--- src/rtl/freq_pkg.sv ---
// Shared constants and FSM encodings for the frequency/period meter and the
// divider logic that runs off the 50 MHz system clock.
package freq_pkg;

  typedef enum logic [1:0] {
    ST_IDLE    = 2'd0,
    ST_ARM     = 2'd1,
    ST_MEASURE = 2'd2
  } meas_state_e;

  localparam int unsigned CLK_HZ = 50_000_000;

  // Divider terminal counts: CLK_50M cycles per output period.
  localparam int unsigned CYC_500HZ = CLK_HZ / 500;
  localparam int unsigned CYC_50HZ  = CLK_HZ / 50;
  localparam int unsigned CYC_5HZ   = CLK_HZ / 5;
  localparam int unsigned CYC_05HZ  = CLK_HZ * 2;

  localparam int unsigned FREQ_CNT_W   = 28;
  localparam int unsigned FREQ_TIMEOUT = CYC_05HZ;

  function automatic int unsigned cycles_for_hz(input int unsigned hz);
    return CLK_HZ / hz;
  endfunction

endpackage

--- src/rtl/freq_meter_sync_edge.sv ---
// Two-flop synchronizer followed by a registered edge detector. The level output
// is taken from the same stage the pulses are derived from, so they line up.
module sync_edge (
  input  logic clk_i,
  input  logic rst_ni,
  input  logic sig_i,
  output logic level_o,
  output logic rise_o,
  output logic fall_o
);

  logic [2:0] sync_q;
  logic       rise_q;
  logic       fall_q;

  always_ff @(posedge clk_i or negedge rst_ni) begin
    if (!rst_ni) begin
      sync_q <= '0;
      rise_q <= 1'b0;
      fall_q <= 1'b0;
    end else begin
      sync_q <= {sync_q[1:0], sig_i};
      rise_q <= sync_q[1] & ~sync_q[2];
      fall_q <= ~sync_q[1] & sync_q[2];
    end
  end

  assign level_o = sync_q[2];
  assign rise_o  = rise_q;
  assign fall_o  = fall_q;

endmodule

--- src/rtl/freq_meter.sv ---
// Period / high-time meter for slow asynchronous square waves, counted in
// CLK_50M cycles, with a valid/ready result register and overrun/no-signal flags.
module freq_meter
  import freq_pkg::*;
#(
  parameter int unsigned CNT_W   = FREQ_CNT_W,
  parameter int unsigned TIMEOUT = FREQ_TIMEOUT
) (
  input  logic             CLK_50M,
  input  logic             RST_N,
  input  logic             SIG_IN,
  input  logic             MEAS_EN,
  output logic [CNT_W-1:0] PERIOD,
  output logic [CNT_W-1:0] HIGH_TIME,
  output logic             PERIOD_VALID,
  input  logic             PERIOD_READY,
  output logic             OVERRUN,
  output logic             NO_SIGNAL
);

  localparam int unsigned      CMP_W   = (CNT_W > 32) ? CNT_W : 32;
  localparam logic [CMP_W-1:0] TO_LAST = CMP_W'(TIMEOUT - 1);
  localparam logic [CNT_W-1:0] CNT_MAX = '1;
  localparam logic [CNT_W-1:0] CNT_ONE = CNT_W'(1);

  logic sig_level;
  logic sig_rise;
  logic sig_fall;

  sync_edge u_sync (
    .clk_i  (CLK_50M),
    .rst_ni (RST_N),
    .sig_i  (SIG_IN),
    .level_o(sig_level),
    .rise_o (sig_rise),
    .fall_o (sig_fall)
  );

  meas_state_e      state_q, state_d;
  logic [CNT_W-1:0] cnt_q, cnt_d;
  logic [CNT_W-1:0] hi_cap_q, hi_cap_d;
  logic             fall_seen_q, fall_seen_d;
  logic [CNT_W-1:0] period_q, period_d;
  logic [CNT_W-1:0] high_q, high_d;
  logic             valid_q, valid_d;
  logic             overrun_q, overrun_d;
  logic             nosig_q, nosig_d;

  logic             timeout_hit;
  logic             start_meas;
  logic             publish;
  logic             to_fire;
  logic             accept;
  logic [CNT_W-1:0] pub_high;
  logic [CMP_W-1:0] cnt_wide;

  assign cnt_wide    = CMP_W'(cnt_q);
  assign timeout_hit = (cnt_wide == TO_LAST);
  assign accept      = valid_q & PERIOD_READY;
  // A period with no observed fall is reported as high for its whole length.
  assign pub_high    = fall_seen_q ? hi_cap_q : cnt_q;

  always_ff @(posedge CLK_50M or negedge RST_N) begin
    if (!RST_N) begin
      state_q <= ST_IDLE;
    end else begin
      state_q <= state_d;
    end
  end

  always_comb begin
    state_d = state_q;
    case (state_q)
      ST_IDLE: begin
        if (MEAS_EN) state_d = ST_ARM;
      end
      ST_ARM: begin
        if (!MEAS_EN)     state_d = ST_IDLE;
        else if (sig_rise) state_d = ST_MEASURE;
      end
      ST_MEASURE: begin
        if (!MEAS_EN)                      state_d = ST_IDLE;
        else if (!sig_rise && timeout_hit) state_d = ST_ARM;
      end
      default: state_d = ST_IDLE;
    endcase
  end

  always_comb begin
    start_meas = 1'b0;
    publish    = 1'b0;
    to_fire    = 1'b0;
    case (state_q)
      ST_ARM: begin
        if (MEAS_EN) begin
          if (sig_rise)         start_meas = 1'b1;
          else if (timeout_hit) to_fire    = 1'b1;
        end
      end
      ST_MEASURE: begin
        if (MEAS_EN) begin
          if (sig_rise)         publish = 1'b1;
          else if (timeout_hit) to_fire = 1'b1;
        end
      end
      default: ;
    endcase
  end

  // Cycle counter: restarts at 1 on every accepted rise, saturates instead of wrapping.
  always_comb begin
    cnt_d = cnt_q;
    if (!MEAS_EN || state_q == ST_IDLE) begin
      cnt_d = '0;
    end else if (start_meas || publish) begin
      cnt_d = CNT_ONE;
    end else if (to_fire) begin
      cnt_d = '0;
    end else if (cnt_q != CNT_MAX) begin
      cnt_d = cnt_q + CNT_ONE;
    end
  end

  always_comb begin
    hi_cap_d    = hi_cap_q;
    fall_seen_d = fall_seen_q;
    if (start_meas || publish) begin
      fall_seen_d = 1'b0;
    end else if (state_q == ST_MEASURE) begin
      if (sig_fall)   hi_cap_d    = cnt_q;
      if (!sig_level) fall_seen_d = 1'b1;
    end
  end

  always_comb begin
    period_d  = period_q;
    high_d    = high_q;
    valid_d   = valid_q;
    overrun_d = overrun_q & ~accept;
    if (publish && valid_q && !PERIOD_READY) begin
      overrun_d = 1'b1;
    end else if (publish) begin
      period_d = cnt_q;
      high_d   = pub_high;
      valid_d  = 1'b1;
    end else if (accept) begin
      valid_d = 1'b0;
    end
  end

  always_comb begin
    nosig_d = nosig_q;
    if (to_fire)  nosig_d = 1'b1;
    if (sig_rise) nosig_d = 1'b0;
  end

  always_ff @(posedge CLK_50M or negedge RST_N) begin
    if (!RST_N) begin
      cnt_q       <= '0;
      hi_cap_q    <= '0;
      fall_seen_q <= 1'b0;
      period_q    <= '0;
      high_q      <= '0;
      valid_q     <= 1'b0;
      overrun_q   <= 1'b0;
      nosig_q     <= 1'b0;
    end else begin
      cnt_q       <= cnt_d;
      hi_cap_q    <= hi_cap_d;
      fall_seen_q <= fall_seen_d;
      period_q    <= period_d;
      high_q      <= high_d;
      valid_q     <= valid_d;
      overrun_q   <= overrun_d;
      nosig_q     <= nosig_d;
    end
  end

  assign PERIOD       = period_q;
  assign HIGH_TIME    = high_q;
  assign PERIOD_VALID = valid_q;
  assign OVERRUN      = overrun_q;
  assign NO_SIGNAL    = nosig_q;

endmodule

--- config.mk ---
export PLATFORM = sky130hd
export DESIGN_NAME = freq_meter
export DESIGN_NICKNAME = d
export VERILOG_FILES = /design/src/rtl/freq_pkg.sv /design/src/rtl/freq_meter_sync_edge.sv /design/src/rtl/freq_meter.sv
export SDC_FILE = /design/constraint.sdc
export NUM_CORES = 1
export LEC_CHECK = 0
export BUFFER_PORTS_ARGS = -buffer_cell sky130_fd_sc_hd__buf_4
export CAP_MARGIN = 20
export CELL_PAD_IN_SITES_DETAIL_PLACEMENT = 2
export CELL_PAD_IN_SITES_GLOBAL_PLACEMENT = 2
export CORE_MARGIN = 5
export CORE_UTILIZATION = 30
export CTS_CLUSTER_DIAMETER = 30
export DETAILED_ROUTE_END_ITERATION = 8
export GPL_TIMING_DRIVEN = 0
export PLACE_DENSITY = 0.77
export RECOVER_POWER = 100
export SLEW_MARGIN = 20
export SYNTH_ARGS = -nofsm -noshare
export SYNTH_HDL_FRONTEND = slang
export SYNTH_HIERARCHICAL = 1
export SYNTH_SLANG_ARGS = --single-unit
--- constraint.sdc ---
create_clock -name CLK_50M -period 2.22 [get_ports CLK_50M]
set_input_delay 0.111 -clock CLK_50M [delete_from_list [all_inputs] [get_ports CLK_50M]]
set_output_delay 0.111 -clock CLK_50M [all_outputs]
set_load 0.05 [all_outputs]
==> metrics <==
Yosys reg bits=123; Num CTS Buffers=17; Nets=571; top fanout value on the critical path=10; largest net degree at the start of global routing=64; final period utilization=103%; Peak VDD IR=0.000535 V; EDFF count, synth=0; Synth Area per Inst=11.9 um^2; combinational fraction of design power=25.3%; DP Area=0.00613 mm^2; first-pass GRT wire length=25,600 um; Vias per Instance=4.95; Max Cap Viol=1; Ant. Diodes=0; I/O Buffers=63; die footprint=0.0206 mm^2; antenna violations before repair=0; drt wl/cell=20.5 um; # rows=48; Switching Fraction=35.0%; FF-to-FF setup slack=-0.07 ns; top-level port count=64; Setup crit start kind=register; layout cells sized above 1=31.2%; Pwr Density=1040 mW/mm^2; sequential share of the synthesized area=57.7%; Clock Latency Late Sink=0.42 ns; RSZ-0062 raised after global routing=true; Die Y=143 um; CP Class=reg -> reg; TritonCTS clock tree=done; Detail Route Antenna Nets=0; vias in the first global route=4,608; post-route cell area=0.00695 mm^2; area grow syn2layout=30.1%; Die Wd=143 um; Worst Skew=0.0103 ns; M1 wire length=6840 um; top_reg_cell synth=dfrtp_1; core footprint=0.0174 mm^2; failing checks=max-capacitance violations, max-slew violations, negative setup slack; P_int=0.00469 W; post-route worst setup slack=-0.0675 ns; crit path time final=2.29 ns; Worst Path Arrival=2.58 ns; drt drc=0; fraction of registers with async set/reset=100%; post-DP HPWL=10,200 um; CP endpoint kind=register; Slew headroom=-4.47%; Worst-Margin Slew=1.57 ns; drt total wl=16,400 um; GP Congestion=0.798; Mapped Cells=447; f_max=437 MHz; setup violators final=20; CTS Sinks=123; Final Hold Viols=0; via count=3,958; Mapped Area=0.00534 mm^2; Top Layer Used=met4; worst min-delay path class=in -> reg; routed length on met3=651 um; Switch Pwr=0.00253 W; gr ovfl total=0; Yosys Warn Count=6; Syn Nets=457; worst r2r path cells=7; Unique masters post-synth=40; clk root buf=clkbuf_16; clk slew on worst S/H paths=0.06 ns; Worst Path Required=2.51 ns; CTS max path bufs=2; hold path depth=4; met2 WL=8590 um; H-tree Lvls=4; initial core utilization=30.8%; Seq pwr share=36.7%; Clock power frac=38.0%; status=finished, violations left; Leak=3.18 nW; Final Max Tran Viols=62; Power, Total=0.00722 W; Overall Global Routing Usage=16.2%; Initial DRC Count=189; First-pass DRT Iterations=4
==> path summary, 6_finish.rpt <==
path / startpoint / endpoint
max in group asynchronous: RST_N / cnt_q[14]
setup reg to reg: cnt_q[25] / cnt_q[20]
hold reg to reg: u_sync/sync_q[0] / u_sync/sync_q[1]
hold / removal: MEAS_EN / cnt_q[0]
min in group asynchronous: RST_N / HIGH_TIME[14]
setup / recovery: cnt_q[25] / cnt_q[20]
==> registers in the layout, summed over array words and instances, names as in the netlist <==
| register | cells |
|---|---|
| u_sync/rise_o | 1 |
| fall_seen_q | 1 |
| u_sync/fall_o | 1 |
| HIGH_TIME | 28 |
| u_sync/sync_q | 3 |
| PERIOD_VALID | 1 |
| hi_cap_q | 28 |
| NO_SIGNAL | 1 |
| OVERRUN | 1 |
| state_q | 2 |
| PERIOD | 28 |
| cnt_q | 28 |
==> final cells by class <==
type                    instances  area (um^2)
repair buffers                102          569
inverters                      10         37.5
clock buffers                  24          492
well taps                     225          282
plain buffers                  21          140
fillers                      1794        10400
clock inverters                 8         90.1
multi-input cells             286         2250
flip-flops and latches        123         3090
==> critical path, cell delays in order, from the launching register on <==
cell and delay [ns]:
dfrtp_1 0.47, nor4_1 0.53, nand3_2 0.23, nor4_4 0.30
nor2_2 0.12, inv_2 0.15, buf_4 0.23, o21ai_0 0.12
==> layout by cell type (no fill, tap or decap), drive strengths merged, types with 2 or more instances in the layout <==
cell type and count:
dfrtp 123, clkbuf 101, bufinv 2, a21o 2, nor3 6, a21oi 32
nand4 6, o21ai 27, and4 4, mux2 56, nand3 12, nand2 18
dlygate4sd3 3, clkinv 6, buf 43, nor2b 3, nor4 5, and3 9
ha 5, xnor2 13, inv 10, nor2 35, mux2i 29, xor2 11
==> kinds of logic (layout without fill, tap and decap cells) <==
group | Yosys count | in the layout | synth area share, %
buffers and inverters | 38 | 165 | 2.86
and+or+nand+nor | 104 | 104 | 10.3
DFF | 123 | 123 | 57.7
adders and majority gates | 5 | 5 | 1.17
AOI/OAI and AO/OA | 68 | 68 | 6.80
xor gates and xnor gates | 24 | 24 | 3.94
muxes | 85 | 85 | 17.2
==> cell usage after synthesis, types with 3 or more instances <==
cell / count / area (um^2)
xor2_1: 11 / 96.3
xnor2_1: 13 / 114
nor2b_1: 3 / 18.8
mux2i_1: 29 / 290
ha_1: 5 / 62.6
inv_1: 10 / 37.5
nand4_1: 6 / 37.5
o21ai_0: 27 / 135
nor2_1: 35 / 131
dfrtp_1: 123 / 3080
mux2_2: 56 / 631
nand3_1: 10 / 50.1
a21oi_1: 32 / 160
clkbuf_1: 22 / 82.6
nor4_1: 5 / 31.3
and3_1: 7 / 43.8
nor3_1: 5 / 25.0
nand2_1: 18 / 67.6
buf_2: 5 / 25.0
==> per-layer routing <==
layer,vias up,track usage (%)
li1,1797,-
met1,2065,18.8
met2,72,28.8
met3,24,3.66
met4,0,6.84
met5,-,0
==> what timing repair did <==
item	CTS	global route
hold buffers	3	0
resized for setup	62	21
buffers inserted	17	18
pin swaps	3	2
endpoints found under the setup margin	112	76
cloned	0	0
endpoints found under the hold margin	63	0
==> per-stage QoR <==
stage | utilization (%) | instances | hold slack, ns | worst slack (ns) | TNS, ns
final | 40.0 | 799 | 0.109 | -0.0675 | -0.718
after global routing | 40.0 | 799 | 0.119 | -0.196 | -5.26
after CTS | 40.5 | 785 | 0.0831 | -0.108 | -1.53
after detailed placement | 35.3 | 736 | 0.135 | -1.25 | -74.63
after global placement | 35.1 | 735 | 0.225 | -0.994 | -57.91
after floorplan | - | 447 | -0.185 | -0.126 | -3.18
==> power groups by stage <==
stage / sequential (W) / combinational, W / clock [W]
floorplan: 0.00336 / 0.000570 / 0
global placement: 0.00268 / 0.00183 / 0
detailed placement: 0.00270 / 0.00189 / 0
CTS: 0.00266 / 0.00198 / 0.00279
global route: 0.00268 / 0.00195 / 0.00293
finish: 0.00265 / 0.00183 / 0.00275
Power figures use the tool's default switching activity.
